### src/rtl/mem_arbiter.sv
// Arbiter sharing one single-port memory between the instruction-fetch and data ports.
// Data requests win by default. A saturating counter forces a fetch grant after STARVE_LIMIT data grants.
module mem_arbiter #(
  parameter int DATA_WIDTH   = 32,
  parameter int STARVE_LIMIT = 4
) (
  input  logic                  clk,
  input  logic                  rst,
  input  logic                  if_req_i,
  input  logic [DATA_WIDTH-1:0] if_addr_i,
  output logic [DATA_WIDTH-1:0] if_rdata_o,
  output logic                  if_valid_o,
  input  logic                  d_req_i,
  input  logic                  d_wr_en_i,
  input  logic [DATA_WIDTH-1:0] d_addr_i,
  input  logic [DATA_WIDTH-1:0] d_wdata_i,
  input  logic [3:0]            d_byte_en_i,
  output logic [DATA_WIDTH-1:0] d_rdata_o,
  output logic                  d_valid_o,
  output logic                  mem_req_o,
  output logic                  mem_wr_en_o,
  output logic [DATA_WIDTH-1:0] mem_addr_o,
  output logic [DATA_WIDTH-1:0] mem_wdata_o,
  output logic [3:0]            mem_byte_en_o,
  input  logic [DATA_WIDTH-1:0] mem_rdata_i,
  input  logic                  mem_ready_i,
  output logic                  stall_f_o,
  output logic                  stall_m_o
);

  typedef enum logic [1:0] {
    IDLE   = 2'd0,
    BUSY_I = 2'd1,
    BUSY_D = 2'd2
  } state_t;

  localparam logic [3:0] LIMIT = 4'(STARVE_LIMIT);

  state_t                state, state_next;
  logic [3:0]            starve_cnt, starve_cnt_next;
  logic                  mem_req_next, mem_wr_en_next;
  logic [DATA_WIDTH-1:0] mem_addr_next, mem_wdata_next;
  logic [3:0]            mem_byte_en_next;
  logic [DATA_WIDTH-1:0] if_rdata_next, d_rdata_next;
  logic                  if_valid_next, d_valid_next;

  logic done, free, if_cand, d_cand, grant_i, grant_d;

  assign stall_f_o = if_req_i & ~if_valid_o;
  assign stall_m_o = d_req_i & ~d_valid_o;

  // A request still held high during its own valid pulse is already served,
  // so the stall terms double as "pending" qualifiers.
  assign done    = ((state == BUSY_I) || (state == BUSY_D)) && mem_ready_i;
  assign free    = (state == IDLE) || done;
  assign if_cand = stall_f_o && (state != BUSY_I);
  assign d_cand  = stall_m_o && (state != BUSY_D);
  assign grant_i = free && if_cand && (!d_cand || (starve_cnt == LIMIT));
  assign grant_d = free && d_cand && !grant_i;

  always_comb begin
    state_next       = state;
    starve_cnt_next  = starve_cnt;
    mem_req_next     = mem_req_o;
    mem_wr_en_next   = mem_wr_en_o;
    mem_addr_next    = mem_addr_o;
    mem_wdata_next   = mem_wdata_o;
    mem_byte_en_next = mem_byte_en_o;
    if_rdata_next    = if_rdata_o;
    d_rdata_next     = d_rdata_o;
    if_valid_next    = 1'b0;
    d_valid_next     = 1'b0;

    if (done) begin
      if (state == BUSY_I) begin
        if_valid_next = 1'b1;
        if_rdata_next = mem_rdata_i;
      end else begin
        d_valid_next = 1'b1;
        if (!mem_wr_en_o) begin
          d_rdata_next = mem_rdata_i;
        end
      end
    end

    if (grant_i) begin
      state_next       = BUSY_I;
      mem_req_next     = 1'b1;
      mem_wr_en_next   = 1'b0;
      mem_addr_next    = if_addr_i;
      mem_byte_en_next = 4'hF;
      starve_cnt_next  = 4'd0;
    end else if (grant_d) begin
      state_next       = BUSY_D;
      mem_req_next     = 1'b1;
      mem_wr_en_next   = d_wr_en_i;
      mem_addr_next    = d_addr_i;
      mem_wdata_next   = d_wdata_i;
      mem_byte_en_next = d_byte_en_i;
      if (!if_req_i) begin
        starve_cnt_next = 4'd0;
      end else if (starve_cnt < LIMIT) begin
        starve_cnt_next = starve_cnt + 4'd1;
      end
    end else if (done) begin
      state_next   = IDLE;
      mem_req_next = 1'b0;
    end
  end

  always_ff @(posedge clk or negedge rst) begin
    if (!rst) begin
      state         <= IDLE;
      starve_cnt    <= 4'd0;
      mem_req_o     <= 1'b0;
      mem_wr_en_o   <= 1'b0;
      mem_addr_o    <= '0;
      mem_wdata_o   <= '0;
      mem_byte_en_o <= 4'd0;
      if_rdata_o    <= '0;
      d_rdata_o     <= '0;
      if_valid_o    <= 1'b0;
      d_valid_o     <= 1'b0;
    end else begin
      state         <= state_next;
      starve_cnt    <= starve_cnt_next;
      mem_req_o     <= mem_req_next;
      mem_wr_en_o   <= mem_wr_en_next;
      mem_addr_o    <= mem_addr_next;
      mem_wdata_o   <= mem_wdata_next;
      mem_byte_en_o <= mem_byte_en_next;
      if_rdata_o    <= if_rdata_next;
      d_rdata_o     <= d_rdata_next;
      if_valid_o    <= if_valid_next;
      d_valid_o     <= d_valid_next;
    end
  end

endmodule
### config.mk
export PLATFORM = sky130hd
export DESIGN_NAME = mem_arbiter
export DESIGN_NICKNAME = d
export VERILOG_FILES = /design/src/rtl/mem_arbiter.sv
export SDC_FILE = /design/constraint.sdc
export NUM_CORES = 1
export LEC_CHECK = 0
export ABC_AREA = 1
export CAP_MARGIN = 0
export CELL_PAD_IN_SITES_DETAIL_PLACEMENT = 0
export CELL_PAD_IN_SITES_GLOBAL_PLACEMENT = 1
export CORE_AREA = 3 3 146 148
export DETAILED_ROUTE_END_ITERATION = 12
export DIE_AREA = 0 0 149 151
export PLACE_DENSITY_LB_ADDON = 0.12
export SYNTH_ARGS = -nofsm -noshare
export SYNTH_HDL_FRONTEND = slang
export SYNTH_SLANG_ARGS = --single-unit
### constraint.sdc
create_clock -name clk -period 2.1 [get_ports clk]
set_clock_uncertainty 0.05 [all_clocks]
set_input_delay 0.42 -clock clk [delete_from_list [all_inputs] [get_ports clk]]
set_output_delay 0.42 -clock clk [all_outputs]
set_load 0.005 [all_outputs]
* After elaboration in Yosys (flattened, before gate mapping)
Cells that the tools add are included. Widths: inputs -> output; s select.
Word-level totals: input port bits 138, flip-flop bits (word level) 142, logic and storage cells 65, output and inout bits 138
Cells by class: bitwise logic cells 7, multiplexer cells 20, $lt $le $gt $ge 1, add/subtract/negate cells 1, equality and inequality tests 6, reduce and logical (&&, ||, !) cells 19
Operators with widths (number):
- $mux 32 | 2
- $mux 4 | 6
- $mux 1 | 9
- $logic_and 1x1->1 | 7
- $mux 2 | 3
- $reduce_and 2->1 | 3
- $not 1->1 | 5
- $add 4x1->4 const B | 1
- $eq 4x3->1 const B | 1
- $lt 4x3->1 const B | 1
- $logic_or 1x1->1 | 3
- $ne 3x1->1 const B | 1
- $reduce_and 3->1 | 1
- $reduce_bool 3->1 | 1
- $and 1x1->1 | 2
- $eq 2x1->1 const B | 1
- $eq 2x2->1 const B | 1
- $logic_not 1->1 | 2
- $logic_not 2->1 | 1
- $ne 2x1->1 const B | 1
- $ne 2x2->1 const B | 1
- $reduce_bool 2->1 | 1

* Logic depth before layout (Yosys ltp)
depth in word-level cells 10, mapped depth 11, gate-level depth less buffers 10

* Least setup slack after synthesis
OpenSTA, ideal clock, no wires.
path type register -> register, from register state[0], to register mem_addr_o[10], cell stages (with the launch flop) 11, setup time 124 ps, arrival 1520 ps, path slack 406 ps, period minus slack after synthesis 1694 ps, data required time 1926 ps, cells stage by stage dfrtp_1 -> inv_1 -> ha_1 -> a21oi_2 -> nor2_1 -> nand2_2 -> buf_6 -> inv_2 -> buf_2 -> nand2_1 -> nand3_1
Between the ends: word-level cells in the longest chain between the ends 9, elaborated cells between the ends (all ways) 19, classes of those cells eq/ne: 4; mux: 1; reduce/logical: 14
Ends and longest elaborated chain:
- start: declaration | RTL line 39 | state_t state, state_next;
- start signal: assignment | RTL line 125 | state <= state_next;
- $eq 2x1->1 / $eq 2x2->1 (equally long branches) | RTL line 54 | assign done = ((state == BUSY_I) || (state == BUSY_D)) && mem_ready_i;
- $logic_or 1x1->1 | RTL line 54
- $logic_and 1x1->1 | RTL line 54
- $logic_or 1x1->1 | RTL line 55 | assign free = (state == IDLE) || done;
- $logic_and 1x1->1 (2 in a row) | RTL line 58 | assign grant_i = free && if_cand && (!d_cand || (starve_cnt == LIMIT));
- $logic_not 1->1 | RTL line 59 | assign grant_d = free && d_cand && !grant_i;
- $logic_and 1x1->1 | RTL line 59
- $reduce_bool 2->1 (no source line)
- end signal: assignment | RTL line 129 | mem_addr_o <= mem_addr_next;
- end: declaration | RTL line 22 | output logic [DATA_WIDTH-1:0] mem_addr_o,
Parallel ways exist; a longest one is shown, timed or not. A chain may end at the register's enable or synchronous reset.

* Worst setup path after layout
from register state[1], to register mem_wdata_o[11]
Between the ends: word-level cells in the longest chain between the ends 9, elaborated cells between the ends (all ways) 19, classes of those cells eq/ne: 4; bitwise: 1; reduce/logical: 14
Ends and longest elaborated chain:
- $eq 2x1->1 / $eq 2x2->1 (equally long branches) | RTL line 54
- $logic_or 1x1->1 | RTL line 54
- $logic_and 1x1->1 | RTL line 54
- $logic_or 1x1->1 | RTL line 55
- $logic_and 1x1->1 (2 in a row) | RTL line 58
- $logic_not 1->1 | RTL line 59
- $logic_and 1x1->1 | RTL line 59
- $reduce_and 2->1 (no source line) (*)
- end signal: assignment | RTL line 130 | mem_wdata_o <= mem_wdata_next;
- end: declaration | RTL line 23 | output logic [DATA_WIDTH-1:0] mem_wdata_o,
Every way passes the cells marked *; elsewhere a longest branch is shown, timed or not.

==> results.py <==
metrics = {
    "outcome": {
        "status": "finished, final reports clean",
    },
    "yosys": {
        "yosys_warnings": 0,
        "synthesis.area_um2": 5810,
        "postSynthCellCount": 640,
        "syn_avg_cell_area_um2": 9.08,
        "ys_ff_latch": 142,
        "yosysSeqAreaShare": 0.611,
        "synthDistinctLibCells": 23,
        "synth.net_count": 783,
    },
    "global_routing": {
        "grt-ovfl-total": 0,
        "met1_usage": 0.201,
        "grt_pass1_wl_mm": 29.5,
        "grt-busiest-layer": "met2",
        "track_usage": 0.166,
        "grt_max_degree": 66,
        "antenna_found_initial": 0,
        "grt_pass1_vias": 5492,
        "met3_usage": 0.0607,
        "met2_usage": 0.270,
    },
    "final_layout": {
        "layout_commonest_cell": "clkdlybuf4s50_1",
        "fin_util": 0.476,
        "antenna_cells": 0,
        "final_nets": 1066,
        "design_area_um2": 9600,
        "drive_gt1_frac": 0.0748,
        "n_fill_cell": 1954,
        "synthToLayoutAreaGrowth_pct": 65.1,
        "final_cell_mix": "clkdlybuf4s50_1 (272), nand2_1 (208), dfrtp_1 (142)",
    },
    "power": {
        "p_comb_frac": 0.448,
        "ir_worst_vdd_mv": 0.728,
        "pwr-share-clk": 0.213,
        "swShare": 0.338,
        "p_leak_nw": 4.48,
        "p_sw_mw": 4.70,
        "power_density_nw_per_um2": 1450,
        "pwr-share-seq": 0.339,
        "p_int_mw": 9.21,
    },
    "floorplan": {
        "die_w_um": 149,
        "rows": 52,
        "io_pins": 276,
        "core_um2": 20200,
        "die_h_um": 151,
        "start_util": 0.288,
        "dieArea_um2": 22500,
    },
    "drt": {
        "vias": 5334,
        "avgViaCountPerCell": 4.42,
        "ant_nets": 0,
        "avgRoutedWirePerCell_um": 15.5,
        "dr.pass1.iters": 4,
        "drc": 0,
        "wl_mm": 18.7,
        "first_iter_violations": 183,
    },
    "clocking": {
        "cts_setup_buffers": 0,
        "insertion_delay_ns": 0.40,
        "clock_path_buffers": 2,
        "numClockSinks": 142,
        "tritoncts": "built",
        "cts-root-buf": "clkbuf_16",
        "cts_buffers": 17,
        "htreeDepth": 4,
        "clk_pin_slew_ns": 0.06,
    },
    "timing": {
        "max-slew-margin-rel": 0.699,
        "tightest_slew_ns": 0.451,
        "post-route-period-util": 0.906,
        "drv_slew": 0,
        "fin_ws_ns": 0.198,
        "setup-violations-final": 0,
        "hold_viol": 0,
        "rsz0062_at_grt": "false",
        "period_minus_slack_ns": 1.90,
        "tns_ns": 0,
        "timing.hold.ws_ns": 0.425,
        "fmax_mhz": 526,
    },
    "placement": {
        "placed_cell_area_um2": 9000,
        "port_buffers": 275,
        "gp_congestion": 0.772,
        "place_ws_ns": -0.0807,
        "dp_hpwl_mm": 13.7,
    },
    "worst_setup_path": {
        "crit_required_ns": 2.35,
        "endpoint_kind": "flip-flop",
        "ff2ff_path_depth": 10,
        "setup.worst_path.start_class": "flip-flop",
        "cp_max_fo": 9,
        "cp.arrival_ns": 2.15,
        "path_class": "flip-flop to flip-flop",
    },
    "flow_run": {
        "cap_violations": 0,
    },
    "worst_hold_path": {
        "hold_path_depth": 2,
        "hold_path.class": "flip-flop to flip-flop",
    },
}
[per-stage QoR]
step           total power [mW]  cells
5_1_grt                    15.0   1206
3_5_place_dp               11.1   1173
2_1_floorplan              7.26    640
6_report                   13.9   1206
3_3_place_gp               11.0   1173
4_1_cts                    14.2   1206
[cells by family after synthesis]
| group | count (synthesis) | synth area share |
|---|---|---|
| DFF | 142 | 0.611 |
| adders and majority gates | 5 | 0.0108 |
| and+or+nand+nor | 336 | 0.247 |
| buffers and inverters | 86 | 0.0671 |
| AOI/OAI and AO/OA | 71 | 0.0637 |
[power by group through the flow]
stage                     Combinational (mW)  Sequential, mW  Clock [mW]
after global placement                  6.27            4.68           0
after detailed placement                6.36            4.74           0
after global routing                    6.94            4.87        3.19
after CTS                               6.38            4.72        3.07
after floorplan                         2.49            4.77           0
final                                   6.23            4.71        2.97
[registers in the layout, summed over array words and instances, names as in the netlist]
register	cells
d_rdata_o	32
state	2
mem_wdata_o	32
mem_wr_en_o	1
mem_addr_o	32
mem_byte_en_o	4
if_rdata_o	32
if_valid_o	1
d_valid_o	1
starve_cnt	4
mem_req_o	1
[worst max-delay path, stage by stage (launching register included)]
cell and delay, ns:
dfrtp_1 0.38, inv_1 0.11, ha_1 0.26, a21oi_2 0.22
nor2_1 0.07, nand2_2 0.19, buf_12 0.15, nand2_4 0.06
buf_4 0.18, nand2_1 0.06, nand2_1 0.06
[timing repair]
action | 4_1_cts | 5_1_grt
setup endpoints to repair | 1 | 31
hold buffers | 1 | 0
gates resized for setup | 1 | 3
hold endpoints to repair | 38 | 0
[synthesized netlist by cell type]
| cell type | number | area [um^2] |
|---|---|---|
| nand3_1 | 101 | 505 |
| inv_2 | 4 | 15.0 |
| a21oi_2 | 1 | 8.76 |
| inv_1 | 45 | 169 |
| nor2_1 | 18 | 67.6 |
| nand2_4 | 2 | 22.5 |
| nor2_4 | 1 | 11.3 |
| buf_2 | 12 | 60.1 |
| o21ai_1 | 2 | 10.0 |
| o2111ai_1 | 3 | 26.3 |
| nand2_1 | 209 | 785 |
| nor3b_1 | 1 | 7.51 |
| buf_6 | 4 | 45.0 |
| clkbuf_1 | 13 | 48.8 |
| o21ai_0 | 64 | 320 |
| a21oi_1 | 1 | 5.00 |
| nor2_2 | 1 | 6.26 |
| buf_4 | 6 | 45.0 |
| ha_1 | 5 | 62.6 |
| nand2_2 | 2 | 12.5 |
| dfrtp_1 | 142 | 3550 |
| nand3b_4 | 1 | 20.0 |
| buf_1 | 2 | 7.51 |
[final cells by class]
class / count / area (um^2) / share of cell area
Tap cell: 270 / 338 / 0.0352
Timing Repair Buffer: 301 / 3070 / 0.319
Sequential cell: 142 / 3550 / 0.370
Clock buffer: 19 / 443 / 0.0461
Inverter: 49 / 186 / 0.0194
Clock inverter: 13 / 141 / 0.0147
Multi-Input combinational cell: 412 / 1870 / 0.195
[worst paths after layout]
kind | startpoint | end | slack [ns]
min in group asynchronous | rst | mem_addr_o[14] | 0.45
max reg2reg | state[1] | mem_wdata_o[11] | 0.20
min | mem_wdata_o[2] | mem_wdata_o[2] | 0.42
max in group asynchronous | rst | mem_wdata_o[14] | 0.94
max | state[1] | mem_wdata_o[11] | 0.20
min reg2reg | mem_wdata_o[2] | mem_wdata_o[2] | 0.42
[routing by layer]
metal	vias to the layer above	part of all wire
met3	30	0.084
met2	186	0.48
met4	0	0.027
met5	-	0
met1	2513	0.41
li1	2605	-
No activity file was read; power rests on OpenSTA's default activity.
